===== config.mk =====
export PLATFORM = sky130hd
export DESIGN_NAME = ifu_fetch
export DESIGN_NICKNAME = d
export VERILOG_FILES = /design/src/rtl/ifu_fetch.sv
export SDC_FILE = /design/constraint.sdc
export NUM_CORES = 1
export LEC_CHECK = 0
export ABC_AREA = 1
export CORE_ASPECT_RATIO = 0.5
export CORE_MARGIN = 3
export CORE_UTILIZATION = 34
export CTS_CLUSTER_SIZE = 14
export DETAILED_ROUTE_END_ITERATION = 8
export PLACE_DENSITY = 0.57
export SLEW_MARGIN = 20
export SYNTH_ARGS = -nofsm -noshare
export SYNTH_HDL_FRONTEND = slang
export SYNTH_SLANG_ARGS = --single-unit

===== constraint.sdc =====
create_clock -name clk -period 11.32 [get_ports clk]
set_input_delay 1.698 -clock clk [delete_from_list [all_inputs] [get_ports clk]]
set_output_delay 1.698 -clock clk [all_outputs]
set_load 0.005 [all_outputs]

===== src/rtl/ifu_fetch.sv =====
// ifu_fetch: owns the PC, fetches words over imem req/gnt/rvalid and buffers them for decode.
// Defining IFU_MISALIGN_TRAP_EN makes a misaligned redirect raise fetch_fault and halt fetch.
module ifu_fetch #(
   parameter logic [31:0] RESET_PC   = 32'h0000_0000,
   parameter int          FIFO_DEPTH = 2
) (
   input  logic        clk,
   input  logic        rst_n,
   output logic        imem_req,
   output logic [31:0] imem_addr,
   input  logic        imem_gnt,
   input  logic        imem_rvalid,
   input  logic [31:0] imem_rdata,
   input  logic        redirect_valid,
   input  logic [31:0] redirect_pc,
   output logic        id_valid,
   input  logic        id_ready,
   output logic [31:0] id_instr,
   output logic [31:0] id_pc,
   output logic        fetch_fault
);
   localparam int PW = (FIFO_DEPTH > 1) ? $clog2(FIFO_DEPTH) : 1;
   localparam int CW = $clog2(FIFO_DEPTH + 1);
   localparam logic [31:0] NOP     = 32'h0000_0013;
   localparam logic [CW:0] DEPTH_C = (CW+1)'(FIFO_DEPTH);

   logic          run_q;
   logic [31:0]   pc_q;
   logic [CW-1:0] count_q, outstanding_q, discard_q;
   logic [CW-1:0] count_nxt, outstanding_nxt, discard_nxt;
   logic [PW-1:0] rd_ptr_q, wr_ptr_q, pcq_rd_q, pcq_wr_q;
   logic [31:0]   fifo_instr [FIFO_DEPTH];
   logic [31:0]   fifo_pc    [FIFO_DEPTH];
   logic [31:0]   pcq_mem    [FIFO_DEPTH];
   logic          fault_q;
   logic          grant, pop, rsp_keep;
   logic [CW:0]   occupancy;

`ifdef IFU_MISALIGN_TRAP_EN
   always_ff @(posedge clk or negedge rst_n) begin
      if (!rst_n)
         fault_q <= 1'b0;
      else if (redirect_valid)
         fault_q <= (redirect_pc[1:0] != 2'b00);
   end
`else
   logic unused_redirect_lsb;
   assign fault_q             = 1'b0;
   assign unused_redirect_lsb = ^redirect_pc[1:0];
`endif

   // Buffered plus in-flight words never exceed the buffer, so a response always has a slot.
   assign occupancy   = {1'b0, count_q} + {1'b0, outstanding_q};
   assign imem_req    = run_q && !redirect_valid && !fault_q && (occupancy < DEPTH_C);
   assign imem_addr   = pc_q;
   assign grant       = imem_req && imem_gnt;
   assign id_valid    = (count_q != '0);
   assign pop         = id_valid && id_ready;
   assign rsp_keep    = imem_rvalid && (discard_q == '0) && !redirect_valid;
   assign id_instr    = id_valid ? fifo_instr[rd_ptr_q] : NOP;
   assign id_pc       = id_valid ? fifo_pc[rd_ptr_q] : 32'h0;
   assign fetch_fault = fault_q;

   always_comb begin
      outstanding_nxt = outstanding_q;
      if (grant && !imem_rvalid)
         outstanding_nxt = outstanding_q + CW'(1);
      else if (!grant && imem_rvalid)
         outstanding_nxt = outstanding_q - CW'(1);

      // Every request still in flight after a redirect belongs to the old path.
      discard_nxt = discard_q;
      if (redirect_valid)
         discard_nxt = outstanding_nxt;
      else if (imem_rvalid && (discard_q != '0))
         discard_nxt = discard_q - CW'(1);

      count_nxt = count_q;
      if (redirect_valid)
         count_nxt = '0;
      else if (rsp_keep && !pop)
         count_nxt = count_q + CW'(1);
      else if (!rsp_keep && pop)
         count_nxt = count_q - CW'(1);
   end

   always_ff @(posedge clk or negedge rst_n) begin
      if (!rst_n) begin
         run_q         <= 1'b0;
         pc_q          <= RESET_PC;
         count_q       <= '0;
         outstanding_q <= '0;
         discard_q     <= '0;
         rd_ptr_q      <= '0;
         wr_ptr_q      <= '0;
         pcq_rd_q      <= '0;
         pcq_wr_q      <= '0;
      end else begin
         run_q         <= 1'b1;
         count_q       <= count_nxt;
         outstanding_q <= outstanding_nxt;
         discard_q     <= discard_nxt;
         // The request-PC queue follows every response, including discarded ones.
         if (grant)
            pcq_wr_q <= pcq_wr_q + PW'(1);
         if (imem_rvalid)
            pcq_rd_q <= pcq_rd_q + PW'(1);
         if (redirect_valid) begin
            pc_q     <= {redirect_pc[31:2], 2'b00};
            rd_ptr_q <= '0;
            wr_ptr_q <= '0;
         end else begin
            if (grant)
               pc_q <= pc_q + 32'd4;
            if (rsp_keep)
               wr_ptr_q <= wr_ptr_q + PW'(1);
            if (pop)
               rd_ptr_q <= rd_ptr_q + PW'(1);
         end
      end
   end

   always_ff @(posedge clk) begin
      if (grant)
         pcq_mem[pcq_wr_q] <= pc_q;
      if (rsp_keep) begin
         fifo_instr[wr_ptr_q] <= imem_rdata;
         fifo_pc[wr_ptr_q]    <= pcq_mem[pcq_rd_q];
      end
   end

endmodule

; Word level (Yosys, flattened, before mapping)
; Memories as Yosys holds them, arrays and structs flattened.
; Cells that the tools add are included.
[word_totals]
ramBits = 192
output_inout_bits = 99
register_bits = 43
mem_count = 3
[memory_table]
columns = name, depth, width, read_ports, rd_clocked_by_memory_dff, write_ports, line_no
row1 = fifo_instr, 2, 32, 1, 0, 1, 32  ; logic [31:0] fifo_instr [FIFO_DEPTH];
row2 = fifo_pc, 2, 32, 1, 0, 1, 33  ; logic [31:0] fifo_pc [FIFO_DEPTH];
row3 = pcq_mem, 2, 32, 1, 0, 1, 34  ; logic [31:0] pcq_mem [FIFO_DEPTH];
[classes]
order_cmp = 1
n_mux = 19
reduce_logical = 24
n_addsub = 11
[ops]
columns = operator, count
row1 = $mux 32, 4
row2 = $add 32x3->32 const B, 1
row3 = $mux 2, 7
row4 = $reduce_bool 2->1, 6
row5 = $logic_and 1x1->1, 11
row6 = $mux 1, 8
row7 = $sub 2x1->2 const B, 3
row8 = $logic_not 1->1, 5
row9 = $add 1x1->1 const B, 4
row10 = $add 2x1->2 const B, 2
row11 = $add 2x2->3, 1
row12 = $lt 3x2->1 const B, 1
row13 = $reduce_bool 3->1, 1
row14 = $logic_not 2->1, 1

; Longest topological paths before layout
[depth]
ltp_word = 9
mapped_depth = 12
ltp_nobuf = 11

; Worst setup path after synthesis
; No wires, ideal clock.
[synth_path]
path_kind = input -> register
from = input imem_rvalid
to = memory fifo_instr[0][0] (enable)
stages = 5
setup_ps = 483
slack_ps = 6104
t_required_ps = 10837
arrival_time_ps = 4733
path_cell_list = clkbuf_2 -> nand2_1 -> nor2_1 -> inv_1 -> nor2_1
[synth_via]
elab_chain_cells = 4
[synth_lines]
columns = item, line_no
row1 = start: declaration, 12  ; input logic imem_rvalid,
row2 = $logic_and 1x1->1 (2 in series), 59  ; assign rsp_keep = imem_rvalid && (discard_q == '0) && !redirect_valid;
row3 = $mux 1, 126  ; if (rsp_keep) begin
row4 = $mux 1 (not written as such), 127  ; fifo_instr[wr_ptr_q] <= imem_rdata;
row5 = end: declaration, 32
; No other way between the ends.

; Final worst setup path
[layout_path]
from = input redirect_valid
to = output imem_req
[layout_via]
elab_chain_cells = 3
[layout_lines]
columns = item, line_no
row1 = start: declaration, 14  ; input logic redirect_valid,
row2 = $logic_not 1->1, 54  ; assign imem_req = run_q && !redirect_valid && !fault_q && (occupancy < DEPTH_C);
row3 = $logic_and 1x1->1 (2 in series), 54
row4 = end: declaration, 9  ; output logic imem_req,
; No other way between the ends.

==> flow_summary.yaml <==
yosys:
  ys_types: 34
  synth_ff_type: "edfxtp_1"
  yosysTopAreaCell: "edfxtp_1"
  synth_top_family_by_area: "simple AND/OR/NAND/NOR gates"
  ys_seq_area_frac: 0.681
  synth_top_area_share: 0.574
  synthSimpleGateAreaFrac: 0.175
  synth.area.mux_share: 0.0351
  synthAdderAreaFrac: 0.00468
  async_flop_share: 0.182
  synth_edf_count: 184
  synth_most_common_cell: "nand2_1"
  synth_xor_area_frac: 0.0136
  synth.top_cells.by_count: "310 x nand2_1, 184 x edfxtp_1, 63 x a21oi_1"
  avgSynthCellArea_sq_um: 11.0
  synth_compound_area_frac: 0.0483
  synth_warnings: 0
  synthesis.area_sq_um: 9630
  ys_ff_latch: 225
  synthTopCellsByArea: "edfxtp_1 57%, nand2_1 12%, dfrtp_1 11%"
  synthCells: 876
floorplanning:
  die_h_um: 125
  start_util: 0.355
  io_pins: 169
  fp.coreArea_sq_um: 27100
  dieArea_sq_um: 30500
  rows: 42
  die_w_um: 244
final_layout:
  fillers: 2538
  areaGrowthSynthToFinish_pct: 28.6
  nNetsFinal: 1112
  layout-drive-gt1-share: 0.0956
  post-route-util: 0.457
  antenna_cells: 0
route:
  totalWireLength_um: 23800
  drc_errors: 0
  first_pass_iters: 5
  drt-initial-drc-count: 388
  postRouteAntennaNets: 0
  routedWlPerCell_um: 16.7
  vias: 6606
  vias_per_cell: 4.62
clock_tree:
  postCtsSetupBuffers: 0
  postCtsHoldBufs: 0
  ctsRootBufferMaster: "clkbuf_16"
  cts.sinks: 225
  cts_resized: 0
  cts_buffer_depth: 3
  insertion_delay_ps: 510
  cts_tree: "done"
  numCtsBuffers: 23
  htreeDepth: 1
  clk_pin_slew_ps: 60
timing:
  fin_setup_tns_ps: 0
  rsz0062_at_grt: "no"
  hold_viol: 0
  fin_skew_ps: 18.5
  min_period_ps: 4850
  max_freq_mhz: 206
  finalCritPeriodShare: 0.429
  relSlewSlack: 0.394
  worst_slew_pin_slew_ps: 909
  finalSetupViolCount: 0
  drv_slew: 0
grt:
  grt_pass1_wl_um: 37300
  first_global_vias: 6503
  antenna_found_initial: 0
  grt_max_degree: 63
  grt_usage: 0.154
  grt-ovfl-total: 0
worst_hold_path:
  hp-start: "pcq_rd_q"
  hold_end: "pcq_rd_q"
  whs_path_depth: 1
  hold_path_class: "reg -> reg"
critical_path:
  r2r_end: "imem_addr[12]"
  r2r_slack_ps: 8520
  crit_type: "in -> out"
  critPathCaptureType: "primary output"
  rr_startpoint: "count_q[0]"
  r2r_cells: 9
  cp-start-kind: "input port"
  crit_path_max_fanout: 38
  worst_ep_arrival_time_ps: 3150
  worst-endpoint-required_ps: 9620
run:
  cap_violations: 0
power:
  power_density_nw_per_um2: 208
  p_leak_nw: 4.64
  vdd_drop_max_v: 0.0000903
  fin_total_pwr_w: 0.00257
placed_design:
  numPortBuffers: 161
  routabilityCongestion: 0.860
  place_hpwl_um: 15500
status:
  status: "complete, no violations"
where the power goes:
part	internal, W	switching [W]
clock	0.000450	0.000311
sequential	0.00102	0.0000818
combinational	0.000343	0.000366
worst max path at each step:
stage / to / slack, ps / start / cells past startpoint
3_3_place_gp: imem_req / 6430 / redirect_valid / 6
5_1_grt: imem_req / 6400 / redirect_valid / 6
6_report: imem_req / 6470 / redirect_valid / 6
3_5_place_dp: imem_req / 6430 / redirect_valid / 6
4_1_cts: imem_req / 6430 / redirect_valid / 6
2_1_floorplan: fifo_instr[0][0] / 6100 / imem_rvalid / 5
placed cells by master (no fill, tap or decap), types with 2 or more instances in the layout:
| master | n |
|---|---|
| buf_4 | 10 |
| o21ai_1 | 2 |
| bufinv_16 | 3 |
| nor2_2 | 8 |
| nor2_1 | 45 |
| nor3_1 | 3 |
| dfrtp_1 | 40 |
| o211ai_1 | 4 |
| or2_2 | 2 |
| conb_1 | 6 |
| a21oi_1 | 63 |
| ha_1 | 2 |
| nand2_2 | 4 |
| inv_2 | 4 |
| inv_1 | 53 |
| o21ai_0 | 19 |
| xor2_1 | 12 |
| nand3_1 | 35 |
| clkdlybuf4s50_1 | 160 |
| nand2_1 | 310 |
| clkbuf_1 | 5 |
| nor2_4 | 6 |
| clkbuf_16 | 23 |
| mux2_2 | 30 |
| xnor2_1 | 3 |
| clkinv_1 | 3 |
| clkinv_2 | 4 |
| edfxtp_1 | 184 |
critical path: stages:
cell,delay [ps]
clkdlybuf4s50_1,400
buf_4,250
nor2_2,200
nand2_1,60
inv_1,50
clkdlybuf4s50_1,490
sequential cells by signal (all words and copies together), names as in the netlist:
register       flops
outstanding_q      2
imem_addr         30
fifo_instr        64
count_q            2
fifo_pc           60
pcq_wr_q           1
run_q              1
wr_ptr_q           1
pcq_mem           60
pcq_rd_q           1
rd_ptr_q           1
discard_q          2
metal layers:
| layer | global-route usage | vias up | wire length (um) |
|---|---|---|---|
| li1 | - | 3247 | - |
| met1 | 0.206 | 3201 | 10800 |
| met2 | 0.265 | 123 | 11700 |
| met3 | 0.0229 | 35 | 838 |
| met4 | 0.0363 | 0 | 479 |
| met5 | 0 | - | 0 |
cell families after synthesis:
family,count (synthesis)
simple gates,417
flops,225
buf+inv,94
compound gates,90
mux,30
xor+xnor,15
fa+ha+maj,3
other cells,2
layout make-up:
type	count	area, sq um	area share
well taps	374	468	0.0378
clock inverters	13	146	0.0118
clock buffers	29	608	0.0491
repair buffers	171	1680	0.136
inverters	57	214	0.0173
multi-input cells	561	2710	0.219
flip-flops and latches	225	6550	0.529
stage by stage:
step	hold WS, ps	worst slack, ps	instances	cell area, sq um
final	484	6470	1430	12400
after floorplan	480	6100	880	9640
after global placement	483	6430	1388	11600
after CTS	484	6430	1430	12400
after detailed placement	476	6430	1388	11600
after global routing	502	6400	1430	12400
(Power assumes the default switching activity.)
